**config.mk**
```make
export PLATFORM = sky130hd
export DESIGN_NAME = uart_tx_arbiter
export DESIGN_NICKNAME = d
export VERILOG_FILES = /design/src/rtl/uart_pkg.sv /design/src/rtl/uart_rr_pick.sv /design/src/rtl/uart_tx_arbiter.sv
export SDC_FILE = /design/constraint.sdc
export NUM_CORES = 1
export LEC_CHECK = 0
export ABC_CLOCK_PERIOD_IN_PS = 5100
export CORE_ASPECT_RATIO = 1.5
export CORE_MARGIN = 2
export CORE_UTILIZATION = 40
export CTS_BUF_LIST = sky130_fd_sc_hd__clkbuf_8 sky130_fd_sc_hd__clkbuf_16
export DETAILED_ROUTE_END_ITERATION = 10
export GPL_ROUTABILITY_DRIVEN = 0
export PLACE_DENSITY = 0.76
export SLEW_MARGIN = 20
export SYNTH_ARGS = -nofsm -noshare
export SYNTH_HDL_FRONTEND = slang
export SYNTH_SLANG_ARGS = --single-unit
```
**constraint.sdc**
```tcl
create_clock -name clk -period 5.1 [get_ports clk]
set_clock_uncertainty 0.1 [all_clocks]
set_input_delay 0.765 -clock clk [delete_from_list [all_inputs] [get_ports clk]]
set_output_delay 0.765 -clock clk [all_outputs]
set_load 0.01 [all_outputs]
```
**src/rtl/uart_pkg.sv**
```systemverilog
// Shared UART definitions: arbiter state encoding plus the frame constants
// common to the rx/tx blocks.
package uart_pkg;

  localparam int UART_DATA_BITS  = 8;
  localparam int UART_START_BITS = 1;
  localparam int UART_STOP_BITS  = 1;
  localparam int UART_FRAME_BITS = UART_START_BITS + UART_DATA_BITS + UART_STOP_BITS;

  localparam logic [2:0] ST_IDLE_ENC      = 3'd0;
  localparam logic [2:0] ST_LOCK_ENC      = 3'd1;
  localparam logic [2:0] ST_START_ENC     = 3'd2;
  localparam logic [2:0] ST_BUSY_WAIT_ENC = 3'd3;
  localparam logic [2:0] ST_DONE_WAIT_ENC = 3'd4;

  typedef enum logic [2:0] {
    ST_IDLE      = ST_IDLE_ENC,
    ST_LOCK      = ST_LOCK_ENC,
    ST_START     = ST_START_ENC,
    ST_BUSY_WAIT = ST_BUSY_WAIT_ENC,
    ST_DONE_WAIT = ST_DONE_WAIT_ENC
  } arb_state_e;

  // Index wrap for a search that starts below n and advances by less than n.
  function automatic int wrap_idx(input int idx, input int n);
    return (idx >= n) ? idx - n : idx;
  endfunction

endpackage

```
**src/rtl/uart_rr_pick.sv**
```systemverilog
// Combinational round-robin picker: first set request at or after ptr, with wrap.
module uart_rr_pick
  import uart_pkg::*;
#(
  parameter int NUM_REQ = 4,
  parameter int PTR_W   = $clog2(NUM_REQ)
) (
  input  logic [NUM_REQ-1:0] req,
  input  logic [PTR_W-1:0]   ptr,
  output logic [NUM_REQ-1:0] winner,
  output logic               any,
  output logic [PTR_W-1:0]   idx
);

  logic [PTR_W-1:0] cand;

  always_comb begin
    winner = '0;
    any    = 1'b0;
    idx    = '0;
    cand   = '0;
    for (int k = 0; k < NUM_REQ; k++) begin
      cand = PTR_W'(wrap_idx(int'(ptr) + k, NUM_REQ));
      if (!any && req[cand]) begin
        any          = 1'b1;
        winner[cand] = 1'b1;
        idx          = cand;
      end
    end
  end

endmodule

```
**src/rtl/uart_tx_arbiter.sv**
```systemverilog
// Round-robin arbiter sharing one UART byte transmitter; a grant is held for a
// whole message and dropped early only by the inter-byte gap timeout.
module uart_tx_arbiter
  import uart_pkg::*;
#(
  parameter int NUM_REQ     = 4,
  parameter int GAP_TIMEOUT = 50000
) (
  input  logic                      clk,
  input  logic                      rst_n,
  input  logic [NUM_REQ-1:0]        req_valid,
  input  logic [8*NUM_REQ-1:0]      req_data,
  input  logic [NUM_REQ-1:0]        req_last,
  output logic [NUM_REQ-1:0]        req_ready,
  output logic [NUM_REQ-1:0]        grant,
  output logic                      tx_start,
  output logic [UART_DATA_BITS-1:0] tx_data,
  input  logic                      tx_busy,
  output logic                      gap_err
);

  localparam int PTR_W = $clog2(NUM_REQ);
  localparam int GAP_W = $clog2(GAP_TIMEOUT + 1);
  localparam logic [GAP_W-1:0] GAP_LAST = GAP_W'(GAP_TIMEOUT - 1);

  arb_state_e                state_q, state_d;
  logic [PTR_W-1:0]          ptr_q, ptr_d, owner_q, owner_d;
  logic [PTR_W-1:0]          pick_idx, sel_idx;
  logic [NUM_REQ-1:0]        grant_q, grant_d, pick_onehot, ready_c;
  logic                      pick_any, accept;
  logic                      last_q, last_d, gap_err_q, gap_err_d;
  logic [UART_DATA_BITS-1:0] tx_data_q, tx_data_d;
  logic [GAP_W-1:0]          gap_q, gap_d;

  uart_rr_pick #(
    .NUM_REQ(NUM_REQ),
    .PTR_W  (PTR_W)
  ) u_pick (
    .req   (req_valid),
    .ptr   (ptr_q),
    .winner(pick_onehot),
    .any   (pick_any),
    .idx   (pick_idx)
  );

  function automatic logic [PTR_W-1:0] ptr_after(input logic [PTR_W-1:0] o);
    if (o == PTR_W'(NUM_REQ - 1)) return '0;
    return o + 1'b1;
  endfunction

  always_comb begin
    state_d   = state_q;
    ptr_d     = ptr_q;
    owner_d   = owner_q;
    grant_d   = grant_q;
    tx_data_d = tx_data_q;
    last_d    = last_q;
    gap_d     = gap_q;
    gap_err_d = 1'b0;
    ready_c   = '0;
    accept    = 1'b0;
    sel_idx   = (state_q == ST_IDLE) ? pick_idx : owner_q;

    case (state_q)
      ST_IDLE: begin
        if (pick_any && !tx_busy) begin
          ready_c = pick_onehot;
          accept  = 1'b1;
          owner_d = pick_idx;
          grant_d = pick_onehot;
          state_d = ST_START;
        end
      end
      ST_START:     state_d = ST_BUSY_WAIT;
      ST_BUSY_WAIT: if (tx_busy) state_d = ST_DONE_WAIT;
      ST_DONE_WAIT: begin
        if (!tx_busy) begin
          if (last_q) begin
            ptr_d   = ptr_after(owner_q);
            grant_d = '0;
            state_d = ST_IDLE;
          end else begin
            gap_d   = '0;
            state_d = ST_LOCK;
          end
        end
      end
      ST_LOCK: begin
        if (req_valid[owner_q] && !tx_busy) begin
          ready_c[owner_q] = 1'b1;
          accept           = 1'b1;
          state_d          = ST_START;
        end else begin
          if (gap_q != '1) gap_d = gap_q + 1'b1;
          // gap_q counts completed idle cycles; this one brings it to the limit
          if (gap_q >= GAP_LAST) begin
            gap_err_d = 1'b1;
            ptr_d     = ptr_after(owner_q);
            grant_d   = '0;
            state_d   = ST_IDLE;
          end
        end
      end
      default: state_d = ST_IDLE;
    endcase

    if (accept) begin
      tx_data_d = req_data[{sel_idx, 3'b000} +: UART_DATA_BITS];
      last_d    = req_last[sel_idx];
    end
  end

  always_ff @(posedge clk or negedge rst_n) begin
    if (!rst_n) begin
      state_q   <= ST_IDLE;
      ptr_q     <= '0;
      owner_q   <= '0;
      grant_q   <= '0;
      tx_data_q <= '0;
      last_q    <= 1'b0;
      gap_q     <= '0;
      gap_err_q <= 1'b0;
    end else begin
      state_q   <= state_d;
      ptr_q     <= ptr_d;
      owner_q   <= owner_d;
      grant_q   <= grant_d;
      tx_data_q <= tx_data_d;
      last_q    <= last_d;
      gap_q     <= gap_d;
      gap_err_q <= gap_err_d;
    end
  end

  // Ready is combinational from state, so it is forced low while reset is held.
  assign req_ready = ready_c & {NUM_REQ{rst_n}};
  assign grant     = grant_q;
  assign tx_start  = (state_q == ST_START);
  assign tx_data   = tx_data_q;
  assign gap_err   = gap_err_q;

endmodule

```
# Yosys cells after proc, flatten, opt, wreduce, memory -nomap -nowiden

Index checks and enable logic that the tools add are counted.

Shifts and indexed selects: 1
Add/sub/neg operators: 9
Bitwise operators: 4
Muxes and demuxes: 81
Eq/ne operators: 15
Reduce and logical (&&, ||, !) cells: 22
Order comparisons: 16

Operators by type and width:

| kind                                                              | number |
|---|---|
| two-way mux 16 bit                                                | 4 |
| two-way mux 4 bit                                                 | 11 |
| two-way mux 2 bit                                                 | 16 |
| one-hot mux 16 bit (2 select lines)                               | 1 |
| indexed part select 32 x 6 -> 8 bit                               | 1 |
| two-way mux 1 bit                                                 | 28 |
| < comparator 2 x 3 -> 1 bit, second input constant                | 6 |
| adder 16 x 1 -> 16 bit, second input constant                     | 1 |
| greater-or-equal comparator 16 bit, second input constant         | 1 |
| != test 16 bit, second input constant                             | 1 |
| two-way mux 3 bit                                                 | 5 |
| one-hot mux 3 bit (5 select lines)                                | 1 |
| != test 2 bit, second input constant                              | 7 |
| binary-select mux 1 bit (select 2 bit)                            | 6 |
| OR 4 bit                                                          | 3 |
| one-hot mux 4 bit (3 select lines)                                | 1 |
| demux 1 bit (select 2 bit)                                        | 5 |
| greater-or-equal comparator 2 x 1 -> 1 bit, second input constant | 5 |
| logical AND 1 bit                                                 | 10 |
| AND reduction 5 bit                                               | 2 |
| greater-or-equal comparator 3 bit, second input constant          | 3 |
| one-hot mux 4 bit (2 select lines)                                | 1 |
| subtractor 2 x 1 -> 2 bit, second input constant                  | 4 |
| adder 2 x 2 -> 3 bit, second input constant                       | 2 |
| 19 further kinds                                                  | 23 |

Input bits: 43
Register bits after elaboration: 37
Logic and storage cells: 156

# Logic depth before layout (Yosys ltp)

Gate-level depths: netlist of run 1.

Word-level depth: 18
Mapped depth: 11

# By module

Synthesis of run 1 repeated with hierarchy kept, for this count alone.

Cell total of the unflattened synthesis: 285
Area total of the unflattened synthesis: 2761.4 um^2

By module, submodules not included:

| module          | instances | area each (um^2) | seq. area each (um^2) | cells each |
|---|---|---|---|---|
| uart_tx_arbiter | 1         | 2339.7           | 925.9                 | 240 |
| uart_rr_pick    | 1         | 421.7            | 0.0                   | 45 |

# Worst setup path before layout of run 1

No wires, ideal clock.

Kind: input -> output
Start point: input port req_valid[0]
End point: output port req_ready[0]
Slack: 1962 ps
Buffers on the path: 1
Data arrival time: 2273 ps
Cell stages on the path: 7
Cells stage by stage: buf_4 > or3b_1 > a2111oi_2 > or2_2 > a22o_1 > o21ai_0 > a21oi_1

Word-level cells in the longest chain between the ends: 16
Elaborated cells on any way between the ends: 33
Those cells by class: mux (21); bitwise (4); reduce/logical (8)

RTL lines:

| what                                    | line                   | RTL |
|---|---|---|
| from (decl)                             | uart_tx_arbiter.sv:11  | `input logic [NUM_REQ-1:0] req_valid,` |
| binary-select mux 1 bit (select 2 bit)  | uart_rr_pick.sv:24     | `if (!any && req[cand]) begin` |
| two-way mux 1 bit (implied by the code) | uart_rr_pick.sv:24     |  |
| two-way mux 1 bit                       | uart_rr_pick.sv:24     |  |
| logical NOT 1 bit                       | uart_rr_pick.sv:24     |  |
| logical AND 1 bit                       | uart_rr_pick.sv:24     |  |
| two-way mux 1 bit                       | uart_rr_pick.sv:24     |  |
| logical NOT 1 bit                       | uart_rr_pick.sv:24     |  |
| logical AND 1 bit                       | uart_rr_pick.sv:24     |  |
| two-way mux 1 bit                       | uart_rr_pick.sv:24     |  |
| logical NOT 1 bit                       | uart_rr_pick.sv:24     |  |
| logical AND 1 bit                       | uart_rr_pick.sv:24     |  |
| two-way mux 1 bit                       | uart_rr_pick.sv:24     |  |
| logical AND 1 bit                       | uart_tx_arbiter.sv:66  | `if (pick_any && !tx_busy) begin` |
| two-way mux 4 bit                       | uart_tx_arbiter.sv:66  |  |
| one-hot mux 4 bit (2 select lines) (*)  | uart_tx_arbiter.sv:64  | `case (state_q)` |
| bitwise AND 4 bit (*)                   | uart_tx_arbiter.sv:136 | `assign req_ready = ready_c & {NUM_REQ{rst_n}};` |
| to (decl)                               | uart_tx_arbiter.sv:14  | `output logic [NUM_REQ-1:0] req_ready,` |

Mark *: on every way between the ends. The rest lies on a longest branch, timed or not. The select of a mux whose other input is x is not followed.

# Worst setup path after layout of run 1

Start point: input port req_valid[1]
End point: output port req_ready[2]

The elaborated chain is that of the path after synthesis.

==> results of run 1 <==
[layout by cell type (no fill, tap or decap), types with 3 or more instances in the layout]
master           synthesis  layout
clkbuf_8                 0       5
nand4_1                  3       3
o21ai_0                 27      27
clkdlybuf4s50_1          0      59
inv_1                   12      12
o41ai_1                  3       3
o31ai_1                 10      10
nor2_1                  36      36
nand3_1                 10      10
nor4_1                   3       3
ha_1                    13      13
a221oi_2                 9       9
and2_1                   4       4
a22oi_1                  4       4
mux4_2                   4       4
and3_1                   3       3
nand2_1                 21      21
mux2i_1                 20      20
mux2_2                   4       4
nand2b_1                 3       3
a21boi_1                 3       3
dfrtp_1                 37      37
or3_1                    7       7
or4_1                    3       3
a22o_1                   4       4
a21oi_1                 11      11
[flip-flops by register name, summed over array words and instances, names as in the netlist]
| name | count |
|---|---|
| state_q | 3 |
| tx_data | 8 |
| owner_q | 2 |
| ptr_q | 2 |
| last_q | 1 |
| gap_q | 16 |
| grant | 4 |
| gap_err | 1 |
[cells by family (layout without fill, tap and decap cells)]
family | after synthesis | in the layout
flops | 37 | 37
buf+inv | 29 | 83
simple gates | 110 | 110
fa+ha+maj | 13 | 13
mux | 28 | 28
compound gates | 83 | 83
[area by class of cell]
| cell class | count | area, um^2 |
|---|---|---|
| Tap cell | 78 | 97.6 |
| Inverter | 12 | 45.0 |
| Multi-Input combinational cell | 234 | 1700 |
| Clock inverter | 3 | 46.3 |
| Timing Repair Buffer | 63 | 622 |
| Sequential cell | 37 | 926 |
| Fill cell | 619 | 3300 |
| Clock buffer | 5 | 68.8 |
[worst min path at each step]
stage               depth (start not counted)   endpoint  slack [ps]  startpoint
floorplan                                   0    gap_err         370       rst_n
global placement                            1  gap_q[10]         400   gap_q[10]
detailed placement                          1  gap_q[10]         420   gap_q[10]
CTS                                         2    gap_err         420       rst_n
global route                                2   gap_q[4]         460       rst_n
finish                                      2   gap_q[4]         420       rst_n
[power groups by stage]
stage / Sequential (mW) / Combinational, mW / Clock (mW)
3_5_place_dp: 0.471 / 0.927 / 0
5_1_grt: 0.482 / 1.02 / 0.279
6_report: 0.467 / 0.934 / 0.263
4_1_cts: 0.466 / 0.929 / 0.268
3_3_place_gp: 0.469 / 0.911 / 0
2_1_floorplan: 0.466 / 0.683 / 0
[per-stage QoR]
step                hold WS [ps]  instances  cell area (um^2)  total power [mW]  setup slack (ps)
floorplan                    369        300              2780              1.15              1960
global placement             404        423              3380              1.38               889
detailed placement           421        423              3380              1.40               821
CTS                          424        431              3490              1.66               822
global route                 458        432              3500              1.79               650
finish                       416        432              3500              1.66               813
[critical path, cell delays in order]
cell	delay [ps]
clkdlybuf4s50_1	650
or3b_1	400
a2111oi_2	400
or2_2	220
a22o_1	140
o21ai_0	80
a21oi_1	200
clkdlybuf4s50_1	560
[routing by layer]
metal,vias to the layer above,share of wire [%]
met4,0,1.7
li1,1216,-
met3,11,2.4
met5,-,0
met2,38,56
met1,1190,40
==> results.md, run 1 <==
GRT:
- The number of antenna violations at the first check in global routing came to 0.
- The layer flagged by global routing as most heavily used is met2.
- The pin count of the biggest net entering global routing is 39.
- The via count of the first global-routing pass is 2420.
- Across every metal layer, demand over resource in global routing totals 17.5%.
- The first global-routing pass estimated 10700 um of wire.
- For this run the aggregate overflow at the end of global routing stands at 0.
- The met1 routing resource usage after global routing is 19.7%.
- Global routing consumed, on the met2 layer, between 30% and 40% of the routing resources.
- For met3 alone, demand over resource in global routing was 2.75%.

Clock tree:
- The sink count of the clock tree is 37.
- TritonCTS built the clock tree.
- CTS built an H-tree with a depth of 2.
- The clock-pin slew on the worst setup and hold paths is ~80 ps.
- Gates resized during post-CTS repair numbered 0.
- The clock tree root buffer cell is clkbuf_8.
- The total of hold buffers inserted after clock tree synthesis is 0.
- In this run the post-CTS setup repair buffer count came out at 0.
- The TritonCTS buffer count is 5.
- The worst-skew pair later-pin latency is roughly 300 ps.
- The maximum clock insertion buffer count is 2.

Logic synthesis:
- Yosys mapped the design onto 50 distinct sky130hd cell types.
- After synthesis, the share of cell area in mux cells is between 10% and 20%.
- The area share of the largest cell type after synthesis is approximately 33%.
- Summing the areas of all compound-gate instances in the mapped netlist gives 22.7% of the synthesized area.
- The cell with the most instances after synthesis is dfrtp_1.
- The fraction of synthesized cell area in xor and xnor cells is 0%.
- In the synthesized netlist, the number of instances is 300.
- The post-synthesis average cell area is 9.26 um^2.
- Sorting the synthesized cells by how often they occur yields dfrtp_1, nor2_1, o21ai_0.
- Counting flops with an async set or reset pin after synthesis yields a share of 100%.
- The number of flops mapped to enable cells by yosys is 0.
- Of the total synthesized cell area, the portion taken by full adders, half adders and majority gates is 5.85%.
- In the post-synthesis netlist, the biggest area contributors are dfrtp_1, mux2i_1, ha_1, a221oi_2, nor2_1.
- Synthesis inferred 37 register bits.
- Summed over all instances, the cell type with the most area after synthesis is dfrtp_1.
- The synthesized netlist occupies a cell area of 2780 um^2.
- The main flop type after synthesis is dfrtp_1.
- After synthesis, the largest family of logic cells by area is compound AO/OA/AOI/OAI gates.
- When the netlist entered floorplanning its net count stood at 356.
- For this run, the register share of the synthesized area comes to 33.3%.
- Yosys printed 0 warnings.
- Of the total synthesized cell area, the portion taken by AND, OR, NAND and NOR gates is 20.2%.

Critical path:
- In this run the worst setup path begins at req_valid[1].
- The length in cells of the worst reg-to-reg path is 10.
- STA puts the critical path data arrival time at approximately 3400 ps.
- In this run the worst setup path terminates at req_ready[2].
- Setup slack on the worst reg-to-reg path comes out at 1900 ps.
- STA classifies the critical path startpoint as an input port.
- The worst register-to-register path ends at tx_data[7].
- The type of the worst setup path is input port to primary output.
- For the worst setup path, the data required time is 4240 ps.
- The critical path endpoint category is a primary output.
- Of all nets on the critical path, the largest fanout is 11.
- The beginning of the worst register-to-register path is ptr_q[0].

STA:
- After layout, the worst path uses 84.1% of the clock period.
- The count of final hold-check violations was 0.
- Setup repair after global routing left no endpoint under its margin.
- The total of endpoints with negative setup slack in the final report is 0.
- The relative max-transition margin is 32.5%.
- Adding up every negative setup slack in the final design gives 0 ps.
- The slew at the pin closest to its max-slew limit is around 1000 ps.
- The timing-limited maximum frequency is 233 MHz.
- The time the worst path needs with I/O delays and setup is 4290 ps.
- The number of max-slew violations in the final report came to 0.

Drt:
- Dividing the detail-routed via count by the number of cells gives ~5.7.
- The average wire per cell in the routed design is 15.0 um.
- The number of routed nets with antenna violations is 0.
- The detailed-route via count is 2455.
- The first TritonRoute pass finished after 4 iterations.
- The DRC violations left is 0.
- The detailed router finished its first iteration with 122 violations.
- The final wirelength is 6490 um.

Final layout:
- After the last flow step, the layout net total stands at 409.
- Cells with a size suffix above 1 make up 10.5% of the layout.
- The final cell utilization of the core is between 50% and 60%.
- The count of inserted antenna diode cells is 0.
- The signed area change from the synthesized netlist to the final layout is 26.1%.

Floorplan:
- The number of core rows is 37.
- The die outline width is between 70 and 80 um.
- The number of top-level pins is between 60 and 70.
- For this configuration, the core starts out at a cell density of 40.8%.
- The total area inside the core boundary comes to 6810 um^2.
- The die covers ~7600 um^2.
- The die is 106 um tall.

Power and ir drop:
- Per report_power, the sequential group accounts for 28.1% of the total.
- In this run the power density over the cells is 475 nW/um^2.
- The maximum resistive drop on vdd is 0.246 mV.
- The clock network fraction of design power is 15.8%.
- The analysis attributes to cell leakage a power of 1.40 nW.
- Per report_power, the combinational group accounts for 56.1% of the total.
- Of the total power, the share spent switching nets is 42.1%.
- The net switching power is 0.701 mW.
- The internal power contribution is about 0.96 mW.

Status:
- The run finished with clean final reports.

Placement:
- Input and output buffers added on the ports amount to 60.
- Detailed placement finished with a half-perimeter wire length of 4980 um.

Worst hold path:
- The class of the tightest hold or removal check is input port to asynchronous set/reset pin.

Run:
- The number of max-cap violations is 0.
Note: power is estimated with default switching activity, not from simulation.
==> inputs of run 2 (changes only) <==
ABC_CLOCK_PERIOD_IN_PS = 3920   (was 5100)
PLACE_DENSITY = 0.78   (was 0.76)
clock period = 3.92 ns   (was 5.1 ns; I/O delays follow)
==> run 2 against run 1 <==
Die area is the same. Design area is 2.4% higher. Routed wire length increased by 8.0%. Final cell count grew 2.1%. Core utilization grew 1.3 points. Non-clock buffer count increased by 9. Sequential share of layout area decreased by 0.63 points. Sequential cell count unchanged. Hold slack got worse by 160 ps. Critical path depth did not move. Critical path type unchanged. Critical endpoint is now req_ready[1]. Largest cell class unchanged.
==> results.md, run 2 (synthesis results as in run 1) <==
Status:
- The flow ran to the end, and the final reports show no timing, DRC or antenna violations.

STA:
- The count of final hold-check violations is 0.
- The relative max-transition margin is 31.9%.
- The final setup TNS is 0 ps.
- Setup repair after global routing left no endpoint under its margin.
- The period utilization is 98.0%.
- Counting I/O delays and the setup requirement, the final critical path takes 3840 ps.
- The total of endpoints with negative setup slack in the final report is 0.
- The number of max-slew violations in the final report is 0.
- Static timing analysis puts the maximum clock frequency at 260 MHz.
- In the post-route analysis, the smallest setup slack over all paths is 79.1 ps.
- For the pin with the worst max-slew slack, the measured transition is 1020 ps.

Critical path:
- Of all nets on the critical path, the largest fanout is 4.
- The signal arrival time at the worst endpoint is 3150 ps.
- In this run the critical register-to-register path is launched from ptr_q[0].
- The type of the worst setup path is input port to primary output.
- The worst setup path is captured at a primary output.
- STA classifies the critical path startpoint as an input port.
- The most critical setup path has its startpoint at req_valid[0].
- For the worst setup path, the data required time is 3230 ps.
- The worst register-to-register path has a depth of 10.

GRT:
- The overall fraction of global-route tracks in use is 18.6%.
- The global-route wire length before repair is 11500 um.
- The via count of the first global-routing pass was 2545.
- The number of antenna violations at the first check in global routing is 0.
- Entering global routing, the biggest net connects 38 pins.
- The total global routing overflow is 0.

Power and ir drop:
- Per report_power, the sequential group accounts for 26.5% of the total.
- Per report_power, the clock group accounts for between 10% and 20% of the total.
- In this run switching power makes up 42.7% of total power.
- In this run the power density over the cells is between 600 and 700 nW/um^2.
- The net switching power is 0.933 mW.
- The maximum resistive drop on vdd is ~0.29 mV.
- The internal power contribution is ~1.3 mW.
- Combinational logic is responsible for 60.5% of the overall power.
- The analysis attributes to cell leakage a power of 1.49 nW.

Placement:
- The worst setup timing slack at the placement stage is 86.6 ps.
- The count of buffers added on input and output ports is 60.
- The wire-length estimate of the detail-placed layout is 5280 um.
- The placed instance area is ~3400 um^2.

Drt:
- In the final routed layout, each cell accounts on average for 15.9 um.
- The DRC violations left is 0.
- The first routing iteration left between 200 and 250 violations.
- Once detail routing completed, the nets flagged for antenna violations numbered 0.
- The final layout contains routed wiring with a total length of 7010 um.
- The detailed-route via count is ~2.6k.
- The first TritonRoute pass finished after 4 iterations.
- Using the TritonRoute via totals, the vias-per-cell ratio works out to 5.91.

Clock tree:
- After clock tree synthesis, the clock-pin slew on the worst setup and hold paths is 80 ps.
- The sink count of the clock tree is 37.
- The total of hold buffers inserted after clock tree synthesis is 0.
- The root buffer cell chosen for the clock tree is clkbuf_8.
- The CTS tree is done.
- The number of levels in the clock H-tree is 2.
- Counting along the longest clock path gives a buffer depth of 2.
- For the worst-skew pair, the clock arrives at the later sink with an insertion delay of about 280 ps.
- The number of clock buffers added by TritonCTS is 5.

Floorplan:
- The die outline width is 72.1 um.
- The initial standard-cell utilization of the core is 40.8%.
- The number of core rows is 37.
- The number of top-level pins is 61.
- The floorplan die area is 7640 um^2.
- From bottom edge to top edge, the die measures 106 um.
- The total core area is just under 7000 um^2.

Final layout:
- The repair_antennas step left the layout with diodes totalling 0.
- The area of the multi-input gates is 1730 um^2.
- The sequential cells in the finished layout cover a total of approximately 930 um^2.
- The filler cell count is 621.
- In the layout the commonest cells are clkdlybuf4s50_1, dfrtp_1, nor2_1.
- From synthesis to final layout, the design area changed by 29.2%.
- The flip-flop count of the largest register after layout is 16.
- The largest register by flop count is gap_q.
- The final-stage net count is 418.
- The post-route netlist has 12.9% of its cells at a drive strength greater than 1.
- The library cell used most frequently in the layout, excluding fill and tap cells, is clkdlybuf4s50_1.
- The post-route standard cell area excluding fillers is around 3600 um^2.

Run:
- Max-cap violations in this run came to 0.

Worst hold path:
- The worst hold path belongs to the class input port to asynchronous set/reset pin.
-- run 2: through the flow --
step	cells	total power, mW	hold WS [ps]	utilization, %
final	441	2.18	258	52.7
after global routing	441	2.35	301	52.7
after CTS	438	2.14	281	51.8
after detailed placement	430	1.85	417	50.4
after global placement	430	1.81	402	50.4
after floorplan	300	1.49	192	-
-- run 2: power by group through the flow --
| stage | clock (mW) | sequential [mW] | combinational [mW] |
|---|---|---|---|
| 3_3_place_gp | 0 | 0.582 | 1.23 |
| 4_1_cts | 0.293 | 0.580 | 1.27 |
| 3_5_place_dp | 0 | 0.586 | 1.27 |
| 6_report | 0.283 | 0.579 | 1.32 |
| 2_1_floorplan | 0 | 0.607 | 0.888 |
| 5_1_grt | 0.306 | 0.597 | 1.44 |
-- run 2: worst paths after layout --
kind	slack (ps)	to
worst max-delay path	80	req_ready[1]
worst min-delay path	260	gap_q[15]
worst max register to register	860	last_q
worst min register to register	430	gap_q[10]
max in group asynchronous	3110	gap_q[6]
min in group clk	430	gap_q[10]
-- run 2: critical path, stage by stage --
cell,delay [ps]
clkdlybuf4s50_1,470
or3b_1,430
a2111oi_4,410
or2_4,210
a22o_1,140
o21ai_0,130
a21oi_1,210
clkdlybuf4s50_1,560
-- run 2: layout make-up --
| cell class | count | share of cell area [%] |
|---|---|---|
| Multi-Input combinational cell | 234 | 48.1 |
| Sequential cell | 37 | 25.8 |
| Timing Repair Buffer | 72 | 19.4 |
| Tap cell | 78 | 2.72 |
| Clock buffer | 6 | 2.30 |
| Inverter | 12 | 1.25 |
| Clock inverter | 2 | 0.383 |
-- run 2: timing repair --
item | in CTS | in global routing
setup buffers | 0 | 2
setup endpoints to repair | 0 | 4
resized for setup | 0 | 7
-- run 2: metal layers --
metal | GRT usage [%] | share of wire, %
met1 | 20.3 | 38
met2 | 34.7 | 55
met3 | 2.94 | 3.6
met4 | 7.95 | 3.0
met5 | 0 | 0
==> inputs of run 3 (changes only) <==
CORE_MARGIN = default   (was 2)
==> run 3 against run 2 <==
Design area is the same. Clock power increased by 23%. Sequential cell count did not move. Critical endpoint is now req_ready[2]. Highest routed layer unchanged.
==> results.md, run 3 (synthesis results as in run 1) <==
Final layout:
- The area of the multi-input gates is roughly 1700 um^2.
- The filler cell count is 595.
- The flip-flop count of the largest register after layout is 16.
- From synthesis to final layout, the design area changed by 29.2%.
- The post-route standard cell area excluding fillers is 3590 um^2.
- The fraction of layout cells with a size suffix above 1 is 12.5%.
- The final-stage net count is 416.
- 0 antenna diodes ended up in the layout.
- The number of standard cells in the final layout excluding fillers is 437.
- The largest register by flop count is gap_q.
- The library cells used most frequently in the layout, excluding fill and tap cells, are clkdlybuf4s50_1, nor2_1, dfrtp_1.
- In the final layout, flip-flops and latches occupy approximately 900 um^2.
- The library cell used most frequently in the layout, excluding fill and tap cells, is clkdlybuf4s50_1.

Critical path:
- For this run, the slowest stage of the critical path takes 550 ps.
- On the critical path the largest part of the delay comes from buffers and inverters.
- The worst-path maximum fanout is 5.
- For flop-to-flop paths, the worst setup slack is 890 ps.
- The buffers plus inverters on the worst setup path is 2.
- The required time reported for the critical path endpoint is 3230 ps.
- STA classifies the critical path startpoint as an input port.
- The worst setup path is captured at a primary output.
- Traced cell by cell, the critical path runs through clkdlybuf4s50_1 > or3b_1 > a2111oi_4 > or2_4 > a22o_1 > o21ai_0 > a21oi_1 > clkdlybuf4s50_1.
- The number of stages on the worst setup path is 8.
- The length in cells of the worst reg-to-reg path is 9.
- In this design, the critical path's most frequently occurring cell is clkdlybuf4s50_1.
- The worst register-to-register path begins at ptr_q[0].
- The terminus of the critical flop-to-flop path is tx_data[0].
- At the worst endpoint, the arrival time is 3150 ps.
- The slowest stage of the critical path belongs to the cell clkdlybuf4s50_1.
- The type of the worst setup path is input port to primary output.
- The most critical setup path has its startpoint at req_valid[0].

Clock tree:
- The total of hold buffers inserted after clock tree synthesis is 0.
- The clock tree root buffer cell is clkbuf_8.
- The number of levels in the clock H-tree is 2.
- The later pin in the worst-skew pair is clocked with a latency of 290 ps.
- TritonCTS built the clock tree.
- After clock tree synthesis, the clock-pin slew on the worst setup and hold paths is 80 ps.
- In this run, CTS created clock tree buffers numbering 5.
- No sink is reached through more buffers than the 2 on the longest clock path.
- The sink count of the clock tree is 37.

Power and ir drop:
- Total power for the finished layout comes to around 2.2 mW.
- Dividing total power by cell area gives a power density of 622 nW/um^2.
- The internal power contribution is 1.30 mW.
- Combinational cells account for roughly three fifths of the total power.
- The clock network fraction of design power is 15.6%.
- The static power due to leakage is roughly 1.4 nW.
- The net switching power is 0.927 mW.
- Of the total power, registers draw 26.3%.
- The maximum resistive drop on vdd is ~0.36 mV.
- The share of total power consumed by net switching is between 40% and 50%.

Worst hold path:
- The class of the tightest hold or removal check is input port to asynchronous set/reset pin.

Floorplan:
- During I/O placement, the number of pins put on the boundary was 61.
- The number of core rows is 36.
- The initial standard-cell utilization of the core is 42.0%.
- The total area inside the core boundary comes to around 6600 um^2.
- Measured along the x axis, the die boundary spans 70.1 um.
- The floorplan die area is about 7300 um^2.
- The die is 104 um tall.

STA:
- In this run the tightest slew margin relative to its limit is 29.0%.
- Setup violations remaining at the end of the flow were counted as 0.
- The slew at the pin closest to its max-slew limit is 1060 ps.
- Counting I/O delays and the setup requirement, the final critical path takes 3840 ps.
- The period utilization is 97.9%.
- The count of final hold-check violations is 0.
- The number of max-slew violations in the final report is 0.
- On the final layout, the worst hold slack is between 200 and 300 ps.
- Based on the critical path, the design can be clocked at up to 261 MHz.
- The post-layout worst setup margin is 83.3 ps.

Placement:
- The placed instances occupy a cell area of 3420 um^2.
- The half-perimeter wire length of the detailed placement result is 5130 um.
- The worst setup timing slack at the placement stage is 109 ps.
- In this run, placement finished with an instance count of 427.
- The count of port buffers added during placement is 60.

Run:
- The tool flagged a number of max-cap violations equal to 0.

GRT:
- The via count of the first global-routing pass is 2473.
- The number of antenna violations at the first check in global routing is 0.
- In the global route stage, overall resource usage came out at 19.2%.
- The global-route wire length before repair is roughly 11000 um.
- After global routing the overflow that remains totals 0.
- Entering global routing, the biggest net connects 38 pins.

Drt:
- The first routing iteration left 134 violations.
- The ratio of routed vias to standard cells is around 5.9.
- The average wire per cell in the routed design is 15.8 um.
- Detailed routing inserted a total of 2581 vias.
- The DRC violations left is 0.
- The final wirelength is approximately 7000 um.
- The number of routed nets with antenna violations is 0.
- The first detailed-routing pass took 4 iterations.

Status:
- The run finished with clean final reports.
run 3: cell type report:
| class | instances | share of cell area [%] |
|---|---|---|
| Inverter | 12 | 1.25 |
| Clock buffer | 6 | 2.30 |
| Sequential cell | 37 | 25.8 |
| Timing Repair Buffer | 70 | 18.9 |
| Tap cell | 76 | 2.65 |
| Clock inverter | 2 | 0.941 |
| Multi-Input combinational cell | 234 | 48.2 |
run 3: how the worst max path moves through the flow:
| stage | to |
|---|---|
| floorplan | last_q |
| global placement | req_ready[2] |
| detailed placement | req_ready[3] |
| CTS | req_ready[2] |
| global route | req_ready[2] |
| finish | req_ready[2] |
run 3: through the flow:
step | setup TNS, ps | utilization, %
2_1_floorplan | 0 | -
3_3_place_gp | 0 | 51.7
3_5_place_dp | 0 | 51.7
4_1_cts | 0 | 53.4
5_1_grt | -15.8 | 54.2
6_report | 0 | 54.2
run 3: power by group through the flow:
stage	logic [mW]	clock network, mW	registers [mW]
after floorplan	0.888	0	0.607
after global placement	1.21	0	0.596
after detailed placement	1.24	0	0.595
after CTS	1.25	0.354	0.593
after global routing	1.41	0.368	0.599
final	1.30	0.349	0.586
run 3: repair_timing:
item / CTS / global route
buffers inserted: 0 / 1
setup endpoints to repair: 1 / 4
gates resized for setup: 1 / 5
cloned: 0 / 0
run 3: routing by layer:
layer  wire length [um]  vias up  part of all wire [%]  global-route usage (%)
met5                  0        -                     0                       0
met4                 83        0                   1.2                    6.57
met3                215       10                   3.1                    2.52
met2               3850       67                    56                    35.0
met1               2770     1274                    40                    22.8
li1                   -     1230                     -                       -
